[config.mk]
export PLATFORM = sky130hd
export DESIGN_NAME = mem_port_arbiter
export DESIGN_NICKNAME = d
export VERILOG_FILES = /design/src/rtl/mem_port_arbiter_pkg.sv /design/src/rtl/mem_port_arbiter_slot.sv /design/src/rtl/mem_port_arbiter.sv
export SDC_FILE = /design/constraint.sdc
export NUM_CORES = 1
export LEC_CHECK = 0
export CORE_MARGIN = 5
export CORE_UTILIZATION = 45
export DETAILED_ROUTE_END_ITERATION = 7
export HOLD_SLACK_MARGIN = 0.1
export MAX_ROUTING_LAYER = met4
export PLACE_DENSITY = 0.92
export SLEW_MARGIN = 20
export SYNTH_ARGS = -nofsm -noshare
export SYNTH_HDL_FRONTEND = slang
export SYNTH_HIERARCHICAL = 1
export SYNTH_SLANG_ARGS = --single-unit
[constraint.sdc]
create_clock -name clk -period 6.6 [get_ports clk]
set_clock_uncertainty 0.1 [all_clocks]
set_input_delay 1.32 -clock clk [delete_from_list [all_inputs] [get_ports clk]]
set_output_delay 1.32 -clock clk [all_outputs]
set_load 0.005 [all_outputs]
[src/rtl/mem_port_arbiter_pkg.sv]
// mem_port_arbiter_pkg
// Shared definitions for the IF/MEM bus port arbiter:
//   arb_state_e        - arbiter FSM state encoding (ARB_IDLE .. ARB_I_DATA)
//   SIZE_BYTE/HALF/WORD - bus transfer size codes carried on *_size
package mem_port_arbiter_pkg;

    typedef enum logic [2:0] {
        ARB_IDLE   = 3'd0,
        ARB_D_ADDR = 3'd1,
        ARB_D_DATA = 3'd2,
        ARB_I_ADDR = 3'd3,
        ARB_I_DATA = 3'd4
    } arb_state_e;

    localparam logic [1:0] SIZE_BYTE = 2'd0;
    localparam logic [1:0] SIZE_HALF = 2'd1;
    localparam logic [1:0] SIZE_WORD = 2'd2;

endpackage

[src/rtl/mem_port_arbiter_slot.sv]
// arb_req_slot
// Per-requester completion holder. Remembers that the requester's current
// transaction has finished (done) and the read data it returned, keeping
// both while the pipeline is stalled. A transaction caught by an exception
// flush is marked for dropping so its response is consumed but ignored.
// Ports:
//   clk, resetn  - clock, asynchronous active-low reset
//   active       - arbiter currently owns a bus transaction for this requester
//   complete     - that transaction's data phase finishes this cycle
//   capture      - keep bus_rdata on completion (0 for stores)
//   flush        - exception flush this cycle
//   flush_idle   - flush arrived while the arbiter is idle
//   cpu_stall    - pipeline globally stalled
//   bus_rdata    - read data from the bus
//   done         - transaction finished and not yet consumed by the pipeline
//   rdata        - held read data
module arb_req_slot #(
    parameter int DATA_W = 32
) (
    input  logic              clk,
    input  logic              resetn,
    input  logic              active,
    input  logic              complete,
    input  logic              capture,
    input  logic              flush,
    input  logic              flush_idle,
    input  logic              cpu_stall,
    input  logic [DATA_W-1:0] bus_rdata,
    output logic              done,
    output logic [DATA_W-1:0] rdata
);

    logic drop;

    // A flush that lands in the completing cycle drops the response just
    // like one that arrived earlier. done is released as soon as the
    // pipeline moves (cpu_stall low) or an idle-time flush kills the stage.
    always_ff @(posedge clk or negedge resetn) begin
        if (!resetn) begin
            done  <= 1'b0;
            drop  <= 1'b0;
            rdata <= '0;
        end else if (complete) begin
            drop <= 1'b0;
            if (!(drop || flush)) begin
                done <= 1'b1;
                if (capture) begin
                    rdata <= bus_rdata;
                end
            end
        end else begin
            if (active && flush) begin
                drop <= 1'b1;
            end
            if (flush_idle || !cpu_stall) begin
                done <= 1'b0;
            end
        end
    end

endmodule

[src/rtl/mem_port_arbiter.sv]
// mem_port_arbiter
// Shares one SRAM-like bus port between instruction fetch and data access.
// Data requests win over fetches (they belong to the older instruction).
// Each transaction runs an address phase (bus_req until bus_addr_ok) then a
// data phase (until bus_data_ok); both may complete in the same cycle.
// Ports:
//   clk, resetn                  - clock, asynchronous active-low reset
//   inst_req/inst_addr           - fetch request; inst_rdata holds the result
//   stallreq_from_if             - fetch still outstanding
//   data_req/wr/size/addr/wdata  - load/store request; data_rdata holds loads
//   stallreq_from_mem            - data access still outstanding
//   cpu_stall, except_flush      - pipeline stall and exception flush
//   bus_*                        - shared bus port (registered request fields)
// Optional build macro ARB_PERF_CNT_EN adds perf_if_wait / perf_mem_wait,
// free-running 32-bit counts of cycles spent with each stall request high.
module mem_port_arbiter
    import mem_port_arbiter_pkg::*;
#(
    parameter int ADDR_W = 32,
    parameter int DATA_W = 32
) (
    input  logic              clk,
    input  logic              resetn,
    input  logic              inst_req,
    input  logic [ADDR_W-1:0] inst_addr,
    output logic [DATA_W-1:0] inst_rdata,
    output logic              stallreq_from_if,
    input  logic              data_req,
    input  logic              data_wr,
    input  logic [1:0]        data_size,
    input  logic [ADDR_W-1:0] data_addr,
    input  logic [DATA_W-1:0] data_wdata,
    output logic [DATA_W-1:0] data_rdata,
    output logic              stallreq_from_mem,
    input  logic              cpu_stall,
    input  logic              except_flush,
    output logic              bus_req,
    output logic              bus_wr,
    output logic [1:0]        bus_size,
    output logic [ADDR_W-1:0] bus_addr,
    output logic [DATA_W-1:0] bus_wdata,
    input  logic              bus_addr_ok,
    input  logic              bus_data_ok,
    input  logic [DATA_W-1:0] bus_rdata
`ifdef ARB_PERF_CNT_EN
    ,
    output logic [31:0]       perf_if_wait,
    output logic [31:0]       perf_mem_wait
`endif
);

    arb_state_e        state_q, state_d;
    logic              req_d, wr_d;
    logic [1:0]        size_d;
    logic [ADDR_W-1:0] addr_d;
    logic [DATA_W-1:0] wdata_d;
    logic              inst_done, data_done;
    logic              inst_active, data_active;
    logic              inst_complete, data_complete;
    logic              flush_idle;

    always_ff @(posedge clk or negedge resetn) begin
        if (!resetn) begin
            state_q   <= ARB_IDLE;
            bus_req   <= 1'b0;
            bus_wr    <= 1'b0;
            bus_size  <= 2'd0;
            bus_addr  <= '0;
            bus_wdata <= '0;
        end else begin
            state_q   <= state_d;
            bus_req   <= req_d;
            bus_wr    <= wr_d;
            bus_size  <= size_d;
            bus_addr  <= addr_d;
            bus_wdata <= wdata_d;
        end
    end

    // Request fields are latched when leaving IDLE and held until the next
    // transaction, so the bus sees stable values for the whole handshake.
    always_comb begin
        state_d = state_q;
        req_d   = bus_req;
        wr_d    = bus_wr;
        size_d  = bus_size;
        addr_d  = bus_addr;
        wdata_d = bus_wdata;
        case (state_q)
            ARB_IDLE: begin
                if (data_req && !data_done) begin
                    state_d = ARB_D_ADDR;
                    req_d   = 1'b1;
                    wr_d    = data_wr;
                    size_d  = data_size;
                    addr_d  = data_addr;
                    wdata_d = data_wdata;
                end else if (inst_req && !inst_done) begin
                    state_d = ARB_I_ADDR;
                    req_d   = 1'b1;
                    wr_d    = 1'b0;
                    size_d  = SIZE_WORD;
                    addr_d  = inst_addr;
                    wdata_d = '0;
                end
            end
            ARB_D_ADDR: begin
                if (bus_addr_ok) begin
                    req_d   = 1'b0;
                    state_d = bus_data_ok ? ARB_IDLE : ARB_D_DATA;
                end
            end
            ARB_D_DATA: begin
                if (bus_data_ok) begin
                    state_d = ARB_IDLE;
                end
            end
            ARB_I_ADDR: begin
                if (bus_addr_ok) begin
                    req_d   = 1'b0;
                    state_d = bus_data_ok ? ARB_IDLE : ARB_I_DATA;
                end
            end
            ARB_I_DATA: begin
                if (bus_data_ok) begin
                    state_d = ARB_IDLE;
                end
            end
            default: begin
                state_d = ARB_IDLE;
                req_d   = 1'b0;
            end
        endcase
    end

    assign data_active   = (state_q == ARB_D_ADDR) || (state_q == ARB_D_DATA);
    assign inst_active   = (state_q == ARB_I_ADDR) || (state_q == ARB_I_DATA);
    // data_ok only counts once the address phase is (or is being) accepted.
    assign data_complete = bus_data_ok && ((state_q == ARB_D_DATA) ||
                                           (state_q == ARB_D_ADDR && bus_addr_ok));
    assign inst_complete = bus_data_ok && ((state_q == ARB_I_DATA) ||
                                           (state_q == ARB_I_ADDR && bus_addr_ok));
    assign flush_idle    = except_flush && (state_q == ARB_IDLE);

    arb_req_slot #(.DATA_W(DATA_W)) u_inst_slot (
        .clk        (clk),
        .resetn     (resetn),
        .active     (inst_active),
        .complete   (inst_complete),
        .capture    (1'b1),
        .flush      (except_flush),
        .flush_idle (flush_idle),
        .cpu_stall  (cpu_stall),
        .bus_rdata  (bus_rdata),
        .done       (inst_done),
        .rdata      (inst_rdata)
    );

    // bus_wr still holds the write flag of the transaction in flight.
    arb_req_slot #(.DATA_W(DATA_W)) u_data_slot (
        .clk        (clk),
        .resetn     (resetn),
        .active     (data_active),
        .complete   (data_complete),
        .capture    (!bus_wr),
        .flush      (except_flush),
        .flush_idle (flush_idle),
        .cpu_stall  (cpu_stall),
        .bus_rdata  (bus_rdata),
        .done       (data_done),
        .rdata      (data_rdata)
    );

    assign stallreq_from_mem = data_req && !data_done;
    assign stallreq_from_if  = inst_req && !inst_done;

`ifdef ARB_PERF_CNT_EN
    always_ff @(posedge clk or negedge resetn) begin
        if (!resetn) begin
            perf_if_wait  <= 32'd0;
            perf_mem_wait <= 32'd0;
        end else begin
            if (stallreq_from_if) begin
                perf_if_wait <= perf_if_wait + 32'd1;
            end
            if (stallreq_from_mem) begin
                perf_mem_wait <= perf_mem_wait + 32'd1;
            end
        end
    end
`endif

endmodule

==> metrics.md, run 1 <==
| Metric | Value |
|---|---|
| Area delta synth->final | `56.7%` |
| CP endpoint kind | `output port` |
| Commonest non-fill, non-tap cell in the layout | `clkdlybuf4s50_1` |
| Synth Area in Adders | `0%` |
| Final Net Count | `approximately 800` |
| Seq/Total Area, Yosys | `roughly three fifths` |
| XOR/XNOR share of the synthesized area | `less than 1%` |
| Worst-path clk slew | `approximately 0.060 ns` |
| First-pass GRT wire length | `roughly 27,000 um` |
| Router iterations before antenna repair | `4` |
| Row cnt | `41` |
| DR iter-0 viols | `263` |
| Vias in the first global route | `roughly 5,000` |
| Max Freq | `approximately 230 MHz` |
| Postcts setup bufs | `0` |
| RSZ-0062 raised after global routing | `no` |
| Endpoints failing hold | `0` |
| TNS Setup | `0 ns` |
| Root Driver | `clkbuf_16` |
| Number of remaining DRC errors | `0` |
| Hold Path Class | `reg -> reg` |
| Most common flop cell mapped by yosys | `dfrtp_1` |
| Hpwl dp | `roughly 12,000 um` |
| Via count | `about 4,400` |
| Crit path arrival time | `slightly below 3 ns` |
| Crit-path max cell delay | `between 0.4 and 0.5 ns` |
| Synth area leader | `dfrtp_1` |
| WS Path Type | `in -> out` |
| Cell variety after synth | `34` |
| Max H-tree Level | `4` |
| Chip height | `approximately 120 um` |
| Reg area | `around 3500 sq um` |
| Synth Register Bits | `139` |
| Core Region | `between 10,000 and 15,000 sq um` |
| Crit path time final | `~4.3 ns` |
| Syn Std Cell Area | `slightly below 6000 sq um` |
| Cts bufs inserted | `17` |
| Slowest cell on the critical path | `clkdlybuf4s50_1` |
| Max_cap viols | `0` |
| Cells after Synth | `413` |
| Post-synthesis mux area share | `between 20% and 30%` |
| Post-synth EDFFs | `0` |
| Clk_lat worst skew | `just over 0.4 ns` |
| Synth Area in Compound Gates | `9.76%` |
| Post-Syn Area per Cell | `14.3 sq um` |
| Final GP Congestion | `around 0.88` |
| Initial antenna violation count | `0` |
| Multi-input logic area | `~2200 sq um` |
| Post-synth top area share | `59.0%` |
| Largest family of logic cells by synthesized area | `multiplexers` |
| Synth async-reset ratio | `between 90% and 100%` |
| Antenna Nets Post-Route | `0` |
| CP Data Required Time | `just over 5 ns` |
| Cell Pwr Density | `between 400 and 500 nW/um^2` |
| Status | `finished clean` |
| Vias per cell | `slightly above 5` |
| Layout cells sized above 1 | `15.6%` |
| Final WS setup | `~2.3 ns` |
| Fin crit share | `65.4%` |
| Slew @ Worst Pin | `about 0.81 ns` |
| Die W | `~120 um` |
| Clock sink total | `between 100 and 150` |
| CTS tree | `built` |
| Fin. max-slew vios | `0` |
| Area of the die | `~15,000 sq um` |
| WL/cell | `approximately 19 um` |
| Slew HR | `a little under half` |
| Leakage | `4.13 nW` |
| Yosys warning count | `6` |
| Top cell by count, worst path | `clkdlybuf4s50_1` |
| Num ports | `between 200 and 300` |
| DP Area | `slightly below 9000 sq um` |
| Crit path cell chain | `clkdlybuf4s50_1 -> nand2b_2 -> buf_4 -> inv_2 -> clkdlybuf4s50_1` |
| Total track usage | `between 20% and 30%` |
| Simple-Gate Fraction of Synth Area | `4.69%` |
| Largest net degree at the start of global routing | `84` |
| GR Overflow Total | `0` |
| Synthesized net count | `between 500 and 600` |
| Most frequent cells in the layout | `271 x clkdlybuf4s50_1, 139 x dfrtp_1, 60 x mux2_4` |
| Cts repair resizes | `0` |
| Worst reg2reg startpoint | `state_q[0]$_DFFE_PN0P_` |
| Pre-CTS WS | `roughly 2.3 ns` |
| Post-route cell area | `between 9000 and 10,000 sq um` |
| Filler Cell Count | `879` |
| Crit path launch | `data_req` |
| VDD IR max | `between 0.0002 and 0.0003 V` |
| Largest cells by area after synthesis | `dfrtp_1 59%, mux2_4 15%, mux2i_1 5.4%` |
| Diodes inserted | `0` |
| Number of I/O port buffers | `between 200 and 300` |
| Critical path fanouts, max | `34` |
| Final setup fails | `0` |
| Initial Utilization | `between 40% and 50%` |
| Hold buffer count at CTS | `0` |
| HP Start | `bus_addr[6]$_DFFE_PN0P_` |
| Final wirelength | `16,700 um` |
| Worst setup SP type | `input pin` |
| Hold_ws | `just under 0.4 ns` |
| CTS Buffer Depth | `2` |
## cell usage after synthesis (2+ instances only)
| cell | count |
|---|---|
| dfrtp_1 | 139 |
| mux2_4 | 60 |
| nand2_1 | 37 |
| a22o_1 | 34 |
| mux2i_1 | 32 |
| o21ai_0 | 23 |
| buf_2 | 16 |
| nor2_1 | 10 |
| o21ai_1 | 10 |
| buf_12 | 6 |
| mux2_2 | 5 |
| inv_1 | 4 |
| a21oi_1 | 3 |
| buf_4 | 3 |
| buf_6 | 3 |
| nand2b_1 | 3 |
| o21bai_1 | 3 |
| a22oi_1 | 2 |
| and2_1 | 2 |
| nor2b_1 | 2 |
| nor4bb_1 | 2 |
| o2bb2ai_1 | 2 |
## power breakdown
group	leakage [nW]	switching (W)	internal, W
Clock	0.275	0.000349	0.000574
Sequential	1.76	0.000262	0.00125
Combinational	2.09	0.000609	0.00115
Total	4.13	0.00122	0.00298
## cell families (layout without fill, tap and decap cells)
kind of cell           after synthesis  count (layout)
AO/OA/AOI/OAI                       82              82
other                                1               1
XOR/XNOR                             1               1
buffers and inverters               33             314
multiplexers                        97              97
AND/OR/NAND/NOR                     60              60
flip-flops                         139             139
## flip-flops by register name, summed over array words and instances (netlist names), 2 cells and up
| register | cells |
|---|---|
| bus_wdata | 32 |
| u_data_slot/rdata | 32 |
| bus_addr | 32 |
| u_inst_slot/rdata | 32 |
| bus_size | 2 |
| state_q | 3 |
## per-stage QoR
stage	util [%]	instances	power (W)
3_3_place_gp	68.0	834	0.00319
6_report	72.6	866	0.00420
5_1_grt	72.6	866	0.00443
4_1_cts	72.6	866	0.00424
3_5_place_dp	68.0	834	0.00328
2_1_floorplan	-	413	0.00224
## final cells by class
cell class / count / area share, %
multi-input cells: 241 / 23.6
repair buffers: 277 / 29.9
inverters: 5 / 0.203
clock inverters: 11 / 1.29
flip-flops and latches: 139 / 37.7
clock buffers: 21 / 4.99
well taps: 172 / 2.33
## metal layers
metal	up-vias	wire length [um]	global-route usage (%)
met5	-	0	-
met4	0	343	6.51
met3	30	925	6.60
met2	183	8810	38.5
met1	2158	6650	25.3
li1	1993	-	-
## final timing paths
| check | end | slack, ns | cells past startpoint |
|---|---|---|---|
| hold / removal | bus_addr[6]$_DFFE_PN0P_ | 0.39 | 2 |
| min in group asynchronous | bus_wdata[5]$_DFFE_PN0P_ | 0.82 | 1 |
| setup reg to reg | u_inst_slot/rdata[19]$_DFFE_PN0P_ | 3.82 | 7 |
| max in group asynchronous | u_data_slot/rdata[23]$_DFFE_PN0P_ | 4.27 | 2 |
| setup / recovery | stallreq_from_mem | 2.28 | 5 |
| hold reg to reg | bus_addr[6]$_DFFE_PN0P_ | 0.39 | 2 |
## critical path, delay by kind of cell
family	cells	cell delay [ns]
buffers and inverters	4	1.49
and+or+nand+nor	1	0.06
Note: power is estimated with default switching activity, not from simulation.
==> run 2, diff against run 1 <==
--- a/config.mk
+++ b/config.mk
@@ -6,11 +6,11 @@
 export NUM_CORES = 1
 export LEC_CHECK = 0
 export CORE_MARGIN = 5
-export CORE_UTILIZATION = 45
+export CORE_UTILIZATION = 42
 export DETAILED_ROUTE_END_ITERATION = 7
 export HOLD_SLACK_MARGIN = 0.1
 export MAX_ROUTING_LAYER = met4
-export PLACE_DENSITY = 0.92
+export PLACE_DENSITY = 0.87
 export SLEW_MARGIN = 20
 export SYNTH_ARGS = -nofsm -noshare
 export SYNTH_HDL_FRONTEND = slang
==> constraint.sdc (replaced) <==
create_clock -name clk -period 4.43 [get_ports clk]
set_clock_uncertainty 0.1 [all_clocks]
set_input_delay 0.886 -clock clk [delete_from_list [all_inputs] [get_ports clk]]
set_output_delay 0.886 -clock clk [all_outputs]
set_load 0.005 [all_outputs]
==> run 2 against run 1 <==
Flip-flop and latch count is the same; hold slack lost 0.0040 ns; critical endpoint is now stallreq_from_if; critical path depth is 2 lower; total power rose by 50%; register-to-register slack got worse by 2.1 ns; routed wire length fell by 7.7%; clock power is 53% higher; setup slack lost 1.0 ns; non-clock buffer count increased by 2; final area rose by 0.84%; sequential share of layout area decreased by 0.31 points.
==> metrics.md, run 2 (same netlist as run 1, synthesis figures left out) <==
| Metric | Value |
|---|---|
| Status | `finished clean (unchanged)` |
| Number of remaining DRC errors | `0 (unchanged)` |
| Critical path fanouts, max | `3 (was 34)` |
| Crit path time final | `between 3 and 4 ns` |
| Max_cap viols | `0 (unchanged)` |
| Via count | `4,325 (was 4,364)` |
| CP Data Required Time | `3.44 ns (was 5.18 ns)` |
| DR iter-0 viols | `189 (was 263)` |
| Hold_ws | `0.382 ns (was 0.386 ns)` |
| Chip height | `128 um (was 124 um)` |
| Fin. max-slew vios | `0 (unchanged)` |
| Max H-tree Level | `4 (unchanged)` |
| Cell Pwr Density | `674 nW/um^2 (was 454 nW/um^2)` |
| Vias per cell | `4.94 (was 5.04)` |
| Layout cells sized above 1 | `15.9% (was 15.6%)` |
| Hpwl dp | `11,400 um (was 12,400 um)` |
| Most frequent cells in the layout | `271 x clkdlybuf4s50_1, 139 x dfrtp_1, 60 x mux2_4 (unchanged)` |
| Vias in the first global route | `4,618 (was 4,992)` |
| Slew @ Worst Pin | `0.818 ns (was 0.806 ns)` |
| Root Driver | `clkbuf_16 (unchanged)` |
| Cts repair resizes | `0 (unchanged)` |
| Initial antenna violation count | `0 (unchanged)` |
| CP endpoint | `stallreq_from_if (was stallreq_from_mem)` |
| Row cnt | `43 (was 41)` |
| Worst-path clk slew | `0.06 ns (about the same)` |
| Initial Utilization | `42.6% (was 46.3%)` |
| First-pass GRT wire length | `24,200 um (was 27,000 um)` |
| CP Buf/Inv Count | `2 (was 4)` |
| Layout Cells excl Fill | `876 (was 866)` |
| Crit path cell chain | `clkdlybuf4s50_1 -> nor2b_1 -> clkdlybuf4s50_1 (was clkdlybuf4s50_1 -> nand2b_2 -> buf_4 -> inv_2 -> clkdlybuf4s50_1)` |
| Clk_lat worst skew | `0.41 ns (about the same)` |
| Fin crit share | `71.8%` |
| CTS tree | `built (unchanged)` |
| Total track usage | `19.1% (was 22.4%)` |
| Clock sink total | `139 (unchanged)` |
| Levels on crit path | `3 (was 5)` |
| Commonest non-fill, non-tap cell in the layout | `clkdlybuf4s50_1 (unchanged)` |
| VDD IR max | `0.000329 V (was 0.000279 V)` |
| RR Endpoint | `u_data_slot/rdata[20]$_DFFE_PN0P_ (was u_inst_slot/rdata[19]$_DFFE_PN0P_)` |
| Antenna Nets Post-Route | `0 (unchanged)` |
| Die W | `128 um (was 124 um)` |
| Hold Path Class | `reg -> reg (unchanged)` |
| RSZ-0062 raised after global routing | `no (unchanged)` |
| Leakage | `4.17 nW (was 4.13 nW)` |
| Slowest cell on the critical path | `clkdlybuf4s50_1 (unchanged)` |
| GR Overflow Total | `0 (unchanged)` |
| Final wirelength | `15,400 um (was 16,700 um)` |
| Hold path depth | `2 (unchanged)` |
| Crit-path max cell delay | `0.59 ns (was 0.49 ns)` |
| Core Region | `13,800 sq um (was 12,700 sq um)` |
| TNS Setup | `0 ns (unchanged)` |
| Crit path launch | `inst_req (was data_req)` |
| Filler Cell Count | `943 (was 879)` |
| Endpoints failing hold | `0 (unchanged)` |
| Cells after DPL | `843 (was 834)` |
| Slew HR | `45.5% (was 46.3%)` |
| Hold buffer count at CTS | `0 (unchanged)` |
| WL/cell | `17.6 um (was 19.3 um)` |
| WS Path Type | `in -> out (unchanged)` |
| Largest delay share family, worst path | `buffers and inverters (unchanged)` |
| Number of I/O port buffers | `272 (unchanged)` |
| Final GP Congestion | `0.832 (was 0.876)` |
| Diodes inserted | `0 (unchanged)` |
| Router iterations before antenna repair | `4 (unchanged)` |
| Area of the die | `16,500 sq um (was 15,500 sq um)` |
| FF-to-FF path depth | `6 (was 7)` |
| Crit path arrival time | `2.20 ns (was 2.90 ns)` |
| Largest net degree at the start of global routing | `92 (was 84)` |
| Final setup fails | `0 (unchanged)` |
| Num ports | `273 (unchanged)` |
| Reg2Reg Setup Slack | `1.73 ns (was 3.82 ns)` |
| Worst setup SP type | `input pin (unchanged)` |
| Max Freq | `between 300 and 400 MHz` |
| Area delta synth->final | `58.0% (was 56.7%)` |
| Top cell by count, worst path | `clkdlybuf4s50_1 (unchanged)` |
| Postcts setup bufs | `0 (unchanged)` |
| CTS Buffer Depth | `2 (unchanged)` |
| Final Net Count | `822 (was 820)` |
| Cts bufs inserted | `17 (unchanged)` |
| CP endpoint kind | `output port (unchanged)` |
| Worst reg2reg startpoint | `state_q[0]$_DFFE_PN0P_ (unchanged)` |
-- run 2: final cells by class --
class | count | area, sq um | area share, %
timing repair buffer | 279 | 2810 | 30.2
tap | 180 | 225 | 2.42
clock inverter | 10 | 115 | 1.24
inverter | 5 | 18.8 | 0.202
multi-input combinational | 241 | 2180 | 23.4
sequential | 139 | 3480 | 37.3
clock buffer | 22 | 484 | 5.20
-- run 2: power breakdown --
group	switching, W	internal [W]
Sequential	0.000384	0.00186
Clock	0.000520	0.000887
Combinational	0.000874	0.00175
Total	0.00178	0.00450
-- run 2: worst min-delay path by stage --
stage                                     to                      from
floorplan           bus_addr[10]$_DFFE_PN0P_  bus_addr[10]$_DFFE_PN0P_
CTS                 bus_addr[15]$_DFFE_PN0P_  bus_addr[15]$_DFFE_PN0P_
global route        bus_addr[29]$_DFFE_PN0P_  bus_addr[29]$_DFFE_PN0P_
detailed placement   bus_addr[8]$_DFFE_PN0P_   bus_addr[8]$_DFFE_PN0P_
global placement     bus_addr[9]$_DFFE_PN0P_   bus_addr[9]$_DFFE_PN0P_
finish               bus_addr[8]$_DFFE_PN0P_   bus_addr[8]$_DFFE_PN0P_
-- run 2: stage by stage --
step / power [W] / instance area [sq um] / setup slack (ns) / utilization (%)
3_5_place_dp: 0.00487 / 8690 / 0.882 / 62.8
3_3_place_gp: 0.00477 / 8690 / 0.926 / 62.8
2_1_floorplan: 0.00334 / 5900 / 1.91 / -
6_report: 0.00628 / 9310 / 1.25 / 67.4
4_1_cts: 0.00632 / 9290 / 1.24 / 67.2
5_1_grt: 0.00663 / 9310 / 1.15 / 67.4
-- run 2: worst register-to-register path: cells and delay by family, from the launching register on --
kind	cells	cell delay, ns
simple gates	3	0.69
flops	1	0.56
buf+inv	1	0.53
mux	2	0.71
-- run 2: routing by layer --
layer | vias up | wire, um | global-route usage [%]
li1 | 2014 | - | -
met1 | 2110 | 6330 | 23.0
met2 | 182 | 7840 | 31.6
met3 | 19 | 1060 | 5.06
met4 | 0 | 217 | 6.05
met5 | - | 0 | -
